### src/rtl/alert_pkg.sv
// Shared types and constants for the alert handler ping scheduler.
// The LFSR constants only matter when ALERT_HANDLER_PING_SCHED_LFSR_EN is defined.
package alert_pkg;

    // Sparse state encoding, pairwise Hamming distance of at least 3
    typedef enum logic [4:0] {
        IDLE = 5'b00000,
        WAIT = 5'b11100,
        PING = 5'b00111
    } ping_sched_state_e;

    localparam int unsigned      PingSchedLfsrDw   = 16;
    localparam logic [15:0]      PingSchedLfsrTaps = 16'hB400;

    // One right-shifting Galois step
    function automatic logic [PingSchedLfsrDw-1:0] ping_sched_lfsr_step(
        input logic [PingSchedLfsrDw-1:0] s
    );
        logic [PingSchedLfsrDw-1:0] n;
        n = {1'b0, s[PingSchedLfsrDw-1:1]};
        if (s[0]) begin
            n = n ^ PingSchedLfsrTaps;
        end else begin
            n = n;
        end
        return n;
    endfunction

endpackage

### src/rtl/alert_handler_ping_sched_if.sv
// Ping handshake bundle between the scheduler (master) and the
// alert receivers / escalation senders (slave).
interface alert_handler_ping_sched_if #(
    parameter int NAlerts = 4,
    parameter int NEsc    = 4
);
    logic [NAlerts-1:0] alert_ping_req_o;
    logic [NEsc-1:0]    esc_ping_req_o;
    logic [NAlerts-1:0] alert_ping_ok_i;
    logic [NEsc-1:0]    esc_ping_ok_i;
    logic               alert_ping_fail_o;
    logic               esc_ping_fail_o;

    modport master (
        output alert_ping_req_o, esc_ping_req_o, alert_ping_fail_o, esc_ping_fail_o,
        input  alert_ping_ok_i, esc_ping_ok_i
    );

    modport slave (
        input  alert_ping_req_o, esc_ping_req_o, alert_ping_fail_o, esc_ping_fail_o,
        output alert_ping_ok_i, esc_ping_ok_i
    );
endinterface

### src/rtl/alert_handler_ping_sched_lfsr.sv
// 16-bit Galois LFSR that steps once per enable pulse; returns to its seed on reset.
// Only compiled when ALERT_HANDLER_PING_SCHED_LFSR_EN is defined.
`ifdef ALERT_HANDLER_PING_SCHED_LFSR_EN
module alert_handler_ping_sched_lfsr
    import alert_pkg::*;
#(
    parameter logic [15:0] Seed = 16'hACE1
) (
    input  logic                       clk_i,
    input  logic                       rst_ni,
    input  logic                       i_en,
    output logic [PingSchedLfsrDw-1:0] o_state
);
    logic [PingSchedLfsrDw-1:0] r_state;

    // LFSR state register
    always_ff @(posedge clk_i or negedge rst_ni) begin
        if (!rst_ni) begin
            r_state <= Seed;
        end else if (i_en) begin
            r_state <= ping_sched_lfsr_step(r_state);
        end else begin
            r_state <= r_state;
        end
    end

    assign o_state = r_state;
endmodule
`endif

### src/rtl/alert_handler_ping_sched.sv
// Round-robin liveness ping scheduler over alert receivers then escalation senders.
// Optional feature macro: ALERT_HANDLER_PING_SCHED_LFSR_EN (pseudo-random wait lengths).
module alert_handler_ping_sched
    import alert_pkg::*;
#(
    parameter int          NAlerts  = 4,
    parameter int          NEsc     = 4,
    parameter int          CntDw    = 16,
    parameter logic [15:0] LfsrSeed = 16'hACE1
) (
    input  logic                       clk_i,
    input  logic                       rst_ni,
    input  logic                       en_i,
    input  logic [NAlerts-1:0]         alert_ping_en_i,
    input  logic [CntDw-1:0]           wait_cyc_i,
    input  logic [CntDw-1:0]           timeout_cyc_i,
    output logic                       busy_o,
    alert_handler_ping_sched_if.master ping_if
);
    localparam int NTgt = NAlerts + NEsc;
    localparam int IdxW = $clog2(NTgt);
    localparam logic [IdxW-1:0] FirstEsc = IdxW'(NAlerts);

    ping_sched_state_e r_state, w_state_nxt;
    logic [IdxW-1:0]  r_idx, w_idx_nxt, w_first_idx, w_next_idx, w_pos;
    logic [CntDw-1:0] r_cnt, w_cnt_nxt, w_wait_val;
    logic [NTgt-1:0]  r_req_vec, w_req_vec_nxt, w_valid, w_ok_vec;
    logic             r_busy, w_ok, w_is_esc, w_found, w_alert_fail, w_esc_fail;

    assign w_valid  = {{NEsc{1'b1}}, alert_ping_en_i};
    assign w_ok_vec = {ping_if.esc_ping_ok_i, ping_if.alert_ping_ok_i};
    assign w_ok     = w_ok_vec[r_idx];
    assign w_is_esc = (r_idx >= FirstEsc);

`ifdef ALERT_HANDLER_PING_SCHED_LFSR_EN
    logic [PingSchedLfsrDw-1:0] w_lfsr;
    logic                       w_wait_entry;

    assign w_wait_entry = (w_state_nxt == WAIT) && (r_state != WAIT);

    alert_handler_ping_sched_lfsr #(.Seed(LfsrSeed)) u_lfsr (
        .clk_i   (clk_i),
        .rst_ni  (rst_ni),
        .i_en    (w_wait_entry),
        .o_state (w_lfsr)
    );

    assign w_wait_val = CntDw'(w_lfsr) & wait_cyc_i;
`else
    logic [15:0] w_unused_seed;
    assign w_unused_seed = LfsrSeed;
    assign w_wait_val    = wait_cyc_i;
`endif

    // First valid target at or after index 0
    always_comb begin
        w_first_idx = FirstEsc;
        for (int i = NTgt - 1; i >= 0; i--) begin
            if (w_valid[i]) begin
                w_first_idx = IdxW'(i);
            end else begin
                w_first_idx = w_first_idx;
            end
        end
    end

    // First valid target strictly after r_idx, wrapping around
    always_comb begin
        w_next_idx = FirstEsc;
        w_found    = 1'b0;
        w_pos      = r_idx;
        for (int k = 1; k <= NTgt; k++) begin
            w_pos = IdxW'((int'(r_idx) + k) % NTgt);
            if (!w_found && w_valid[w_pos]) begin
                w_next_idx = w_pos;
                w_found    = 1'b1;
            end else begin
                w_found = w_found;
            end
        end
    end

    // Next-state, counter and index update; fail decision needs this cycle's ok
    always_comb begin
        w_state_nxt  = r_state;
        w_idx_nxt    = r_idx;
        w_cnt_nxt    = r_cnt;
        w_alert_fail = 1'b0;
        w_esc_fail   = 1'b0;
        if (!en_i) begin
            w_state_nxt = IDLE;
            w_idx_nxt   = {IdxW{1'b0}};
            w_cnt_nxt   = {CntDw{1'b0}};
        end else begin
            case (r_state)
                IDLE: begin
                    w_state_nxt = WAIT;
                    w_idx_nxt   = w_first_idx;
                    w_cnt_nxt   = w_wait_val;
                end
                WAIT: begin
                    if (r_cnt == {CntDw{1'b0}}) begin
                        w_state_nxt = PING;
                        w_cnt_nxt   = timeout_cyc_i;
                    end else begin
                        w_cnt_nxt = r_cnt - CntDw'(1);
                    end
                end
                PING: begin
                    if (w_ok || (r_cnt == {CntDw{1'b0}})) begin
                        w_alert_fail = !w_ok && !w_is_esc;
                        w_esc_fail   = !w_ok && w_is_esc;
                        w_state_nxt  = WAIT;
                        w_idx_nxt    = w_next_idx;
                        w_cnt_nxt    = w_wait_val;
                    end else begin
                        w_cnt_nxt = r_cnt - CntDw'(1);
                    end
                end
                default: begin
                    w_state_nxt = IDLE;
                    w_idx_nxt   = {IdxW{1'b0}};
                    w_cnt_nxt   = {CntDw{1'b0}};
                end
            endcase
        end
    end

    // Request vector for the upcoming cycle
    always_comb begin
        w_req_vec_nxt = {NTgt{1'b0}};
        if (w_state_nxt == PING) begin
            w_req_vec_nxt[w_idx_nxt] = 1'b1;
        end else begin
            w_req_vec_nxt = {NTgt{1'b0}};
        end
    end

    // State, counters and registered outputs
    always_ff @(posedge clk_i or negedge rst_ni) begin
        if (!rst_ni) begin
            r_state   <= IDLE;
            r_idx     <= {IdxW{1'b0}};
            r_cnt     <= {CntDw{1'b0}};
            r_req_vec <= {NTgt{1'b0}};
            r_busy    <= 1'b0;
        end else begin
            r_state   <= w_state_nxt;
            r_idx     <= w_idx_nxt;
            r_cnt     <= w_cnt_nxt;
            r_req_vec <= w_req_vec_nxt;
            r_busy    <= (w_state_nxt != IDLE);
        end
    end

    assign ping_if.alert_ping_req_o  = r_req_vec[NAlerts-1:0];
    assign ping_if.esc_ping_req_o    = r_req_vec[NTgt-1:NAlerts];
    assign ping_if.alert_ping_fail_o = w_alert_fail;
    assign ping_if.esc_ping_fail_o   = w_esc_fail;
    assign busy_o                    = r_busy;
endmodule
### src/flat_wrapper.sv
// flat-port wrapper written by rule: the top's interface ports become plain ports
module alert_handler_ping_sched_flat import alert_pkg::*;
#(
    parameter int          NAlerts  = 4,
    parameter int          NEsc     = 4,
    parameter int          CntDw    = 16,
    parameter logic [15:0] LfsrSeed = 16'hACE1
)
  (clk_i, rst_ni, en_i, alert_ping_en_i, wait_cyc_i, timeout_cyc_i, busy_o, ping_if_alert_ping_req_o, ping_if_esc_ping_req_o, ping_if_alert_ping_fail_o, ping_if_esc_ping_fail_o, ping_if_alert_ping_ok_i, ping_if_esc_ping_ok_i);
  alert_handler_ping_sched_if #(.NAlerts(NAlerts), .NEsc(NEsc)) ping_if_i ();
  input  logic clk_i;
  input  logic rst_ni;
  input  logic en_i;
  input  logic [NAlerts-1:0] alert_ping_en_i;
  input  logic [CntDw-1:0] wait_cyc_i;
  input  logic [CntDw-1:0] timeout_cyc_i;
  output logic busy_o;
  output wire logic [$bits(ping_if_i.alert_ping_req_o)-1:0] ping_if_alert_ping_req_o;
  output wire logic [$bits(ping_if_i.esc_ping_req_o)-1:0] ping_if_esc_ping_req_o;
  output wire logic [$bits(ping_if_i.alert_ping_fail_o)-1:0] ping_if_alert_ping_fail_o;
  output wire logic [$bits(ping_if_i.esc_ping_fail_o)-1:0] ping_if_esc_ping_fail_o;
  input wire logic [$bits(ping_if_i.alert_ping_ok_i)-1:0] ping_if_alert_ping_ok_i;
  input wire logic [$bits(ping_if_i.esc_ping_ok_i)-1:0] ping_if_esc_ping_ok_i;
  assign ping_if_alert_ping_req_o = ping_if_i.alert_ping_req_o;
  assign ping_if_esc_ping_req_o = ping_if_i.esc_ping_req_o;
  assign ping_if_alert_ping_fail_o = ping_if_i.alert_ping_fail_o;
  assign ping_if_esc_ping_fail_o = ping_if_i.esc_ping_fail_o;
  assign ping_if_i.alert_ping_ok_i = ping_if_alert_ping_ok_i;
  assign ping_if_i.esc_ping_ok_i = ping_if_esc_ping_ok_i;
  alert_handler_ping_sched #(.NAlerts(NAlerts), .NEsc(NEsc), .CntDw(CntDw), .LfsrSeed(LfsrSeed)) u_core (.clk_i(clk_i), .rst_ni(rst_ni), .en_i(en_i), .alert_ping_en_i(alert_ping_en_i), .wait_cyc_i(wait_cyc_i), .timeout_cyc_i(timeout_cyc_i), .busy_o(busy_o), .ping_if(ping_if_i));
endmodule
### config.mk
export PLATFORM = sky130hd
export DESIGN_NAME = alert_handler_ping_sched_flat
export DESIGN_NICKNAME = d
export VERILOG_FILES = /design/src/rtl/alert_pkg.sv /design/src/rtl/alert_handler_ping_sched_if.sv /design/src/rtl/alert_handler_ping_sched_lfsr.sv /design/src/rtl/alert_handler_ping_sched.sv /design/src/flat_wrapper.sv
export SDC_FILE = /design/constraint.sdc
export NUM_CORES = 1
export LEC_CHECK = 0
export BUFFER_PORTS_ARGS = -buffer_cell sky130_fd_sc_hd__buf_2
export CORE_MARGIN = 8
export CORE_UTILIZATION = 40
export CTS_CLUSTER_SIZE = 8
export DETAILED_ROUTE_END_ITERATION = 8
export PLACE_DENSITY = 0.71
export SYNTH_ARGS = -nofsm -noshare
export SYNTH_HDL_FRONTEND = slang
export SYNTH_HIERARCHICAL = 1
export SYNTH_SLANG_ARGS = --single-unit
### constraint.sdc
create_clock -name clk_i -period 3.01 [get_ports clk_i]
set_input_delay 0.602 -clock clk_i [delete_from_list [all_inputs] [get_ports clk_i]]
set_output_delay 0.602 -clock clk_i [all_outputs]
set_load 0.01 [all_outputs]
==> results.sh <==
export IMPL_status="finished clean"
export IMPL_grt_ovfl_total=0
export IMPL_grt_pass1_vias=2056
export IMPL_multiInputGateArea_um2=1310
export IMPL_p_comb_share_pct=56.9
export IMPL_final_cells=365
export IMPL_cts_root_buf="clkbuf_8"
export IMPL_globalplace_congestion=0.930
export IMPL_rows=27
export IMPL_via_per_inst=5.51
export IMPL_numCtsBuffers=5
export IMPL_cap_violations=0
export IMPL_cp_max_fo=5
export IMPL_place_ws_ns=0.368
export IMPL_worstSetupStartpointType="flop"
export IMPL_clock_path_buffers=2
export IMPL_core_um2=5410
export IMPL_max_clock_freq_mhz=351
export IMPL_hpwl_mm=4.27
export IMPL_finalSetupTns_ns=0
export IMPL_stdcell_area_um2=2710
export IMPL_wl_per_cell_um=15.3
export IMPL_diodes=0
export IMPL_clkPwrFrac_pct=14.5
export IMPL_ant_nets=0
export IMPL_ys_seq_area_share_pct=37.4
export IMPL_dp_cells=357
export IMPL_sw_frac_of_total_pct=43.3
export IMPL_p_sw_mw=0.945
export IMPL_grtUsageTotal_pct=13.6
export IMPL_ctsHoldBuffers=0
export IMPL_powerDensity_nw_per_um2=805
export IMPL_internal_power_mw=1.24
export IMPL_fin_worst_hold_slack_ns=0.365
export IMPL_max_slew_margin_rel_pct=28.1
export IMPL_cts_sinks=33
export IMPL_totalWireLength_mm=5.59
export IMPL_ios=58
export IMPL_synth_seq_cells=33
export IMPL_drt_iter0_drc=201
export IMPL_vdd_drop_max_v=0.000282
export IMPL_h_tree_depth=2
export IMPL_num_vias=2011
export IMPL_die_area_um2=8150
export IMPL_hp_class="input pin to asynchronous set/reset pin"
export IMPL_drc=0
export IMPL_final_nets=342
export IMPL_insertion_delay_ns=0.29
export IMPL_cts_tree="yes"
export IMPL_grt_pass1_wl_mm=9.29
export IMPL_setup_violations=0
export IMPL_nFillCells=534
export IMPL_fin_worst_skew_ns=0.0100
export IMPL_grt_start_max_net_pins=34
export IMPL_portBuffers=57
export IMPL_syn_area_per_cell_um2=9.60
export IMPL_critical_path_required_ns=2.41
export IMPL_async_flop_share_pct=100
export IMPL_yosysWarnings=6
export IMPL_post_route_period_util_pct=94.7
export IMPL_finalMaxSlewViolations=0
export IMPL_die_h_um=90.3
export IMPL_antenna_found_initial=0
export IMPL_syn_area_um2=2210
export IMPL_fin_crit_ns=2.85
export IMPL_area_growth_pct=22.7
export IMPL_die_x_um=90.3
export IMPL_path_class="flop to primary output"
export IMPL_rsz0062_at_grt="no"
export IMPL_synth_ff_type="dfrtp_1"
export IMPL_place_area_um2=2600
export IMPL_synth_cells=230
export IMPL_hold_violations=0
export IMPL_p_leak_nw=1.26
export IMPL_cp_arrival_ns=2.25
export IMPL_synth_distinct_cells=57
export IMPL_cts_clk_slew_worst_paths_ns=0.07
export IMPL_p_total_mw=2.18
export IMPL_tightest_slew_ns=1.07
export IMPL_final_util_pct=50.1
export IMPL_ff_latch_area_um2=826
export IMPL_initial_utilization_pct=40.8
export IMPL_timing_final_ws_setup_ns=0.158
export IMPL_synthesis_nets=280
export IMPL_seq_power_share_pct=28.6
export IMPL_drive_gt1_share_pct=34.5
export IMPL_crit_path_end_kind="primary output"
export IMPL_first_pass_iters=6
export IMPL_synth_edf_count=0
==> flip-flops by register name, summed over array words and instances (netlist names) <==
signal            cells
u_core/r_idx          3
u_core/busy_o         1
u_core/r_cnt         16
u_core/r_state        5
u_core/r_req_vec      8
==> cell usage in the layout, fill, tap and decap left out, types with 4 or more instances in the layout <==
cell       n
buf_2     57
dfrtp_1   33
nor2_1    31
a222oi_1  15
nand2_1   14
inv_1     13
nor3_1     9
xnor2_1    8
buf_4      8
mux2i_1    7
xor2_1     6
clkbuf_8   5
a21oi_1    5
nand3_1    4
nor4_1     4
nor4b_2    4
o21ai_0    4
==> cell families after synthesis <==
family	Yosys count	synth area share, %
simple gates	92	23.0
flops	33	37.4
buf+inv	24	4.53
compound gates	51	20.6
fa+ha+maj	3	1.70
mux	13	7.26
xor+xnor	14	5.56
==> synth_stat cells, drive strengths merged (3+ instances only) <==
cell	n	area share, %
dfrtp	33	37
nor2	32	5.4
nand2	16	2.8
a222oi	15	6.8
inv	14	2.4
nor3	11	2.5
xnor2	8	3.2
mux2i	7	3.2
o21ai	7	2.6
a21oi	6	1.5
buf	6	1.5
nor4	6	2.3
xor2	6	2.4
nor4b	5	2.8
or4	5	2.0
clkbuf	4	0.68
mux2	4	2.0
nand3	4	0.91
ha	3	1.7
or2	3	0.85
==> routing by layer <==
metal / vias up / global-route usage (%) / share of wire (%)
li1: 998 / - / -
met1: 954 / 16.7 / 45
met2: 55 / 22.6 / 48
met3: 4 / 3.16 / 5.0
met4: 0 / 4.99 / 1.3
met5: - / 0 / 0
==> path summary, 6_finish.rpt <==
path                                  start                 endpoint  slack [ns]  cells past startpoint
max in group asynchronous            rst_ni      u_core/r_req_vec[7]        2.16                      1
max                         u_core/r_cnt[9]  ping_if_esc_ping_fail_o        0.16                      6
min reg2reg                u_core/r_cnt[15]         u_core/r_cnt[15]        0.70                      3
min                                  rst_ni          u_core/r_cnt[7]        0.37                      1
max reg2reg                 u_core/r_cnt[9]          u_core/r_cnt[3]        0.41                      6
min in group clk_i           wait_cyc_i[12]         u_core/r_cnt[12]        0.55                      3
==> layout make-up <==
class | instances | area share (%)
clock buffer | 6 | 2.68
clock inverter | 2 | 0.370
inverter | 14 | 1.94
multi-input combinational | 173 | 48.5
sequential | 33 | 30.5
tap | 72 | 3.33
timing repair buffer | 65 | 12.7
==> worst max-delay path, cell delays in order (launching register included) <==
cell and delay (ns):
dfrtp_1 0.43, or4_4 0.57, or4_4 0.49, nor2_4 0.12, nand2_1 0.10, nor3_2 0.11
buf_2 0.15
==> what timing repair did <==
action                     4_1_cts  5_1_grt
setup endpoints to repair        0        2
setup buffers                    0        0
gates resized for setup          0        6
==> power groups by stage <==
stage / Clock [mW] / Combinational [mW] / Sequential, mW
after floorplan: 0 / 0.928 / 0.609
after global placement: 0 / 1.19 / 0.623
after detailed placement: 0 / 1.20 / 0.629
after CTS: 0.326 / 1.20 / 0.621
after global routing: 0.347 / 1.38 / 0.636
final: 0.316 / 1.24 / 0.624
Note: power is estimated with default switching activity, not from simulation.
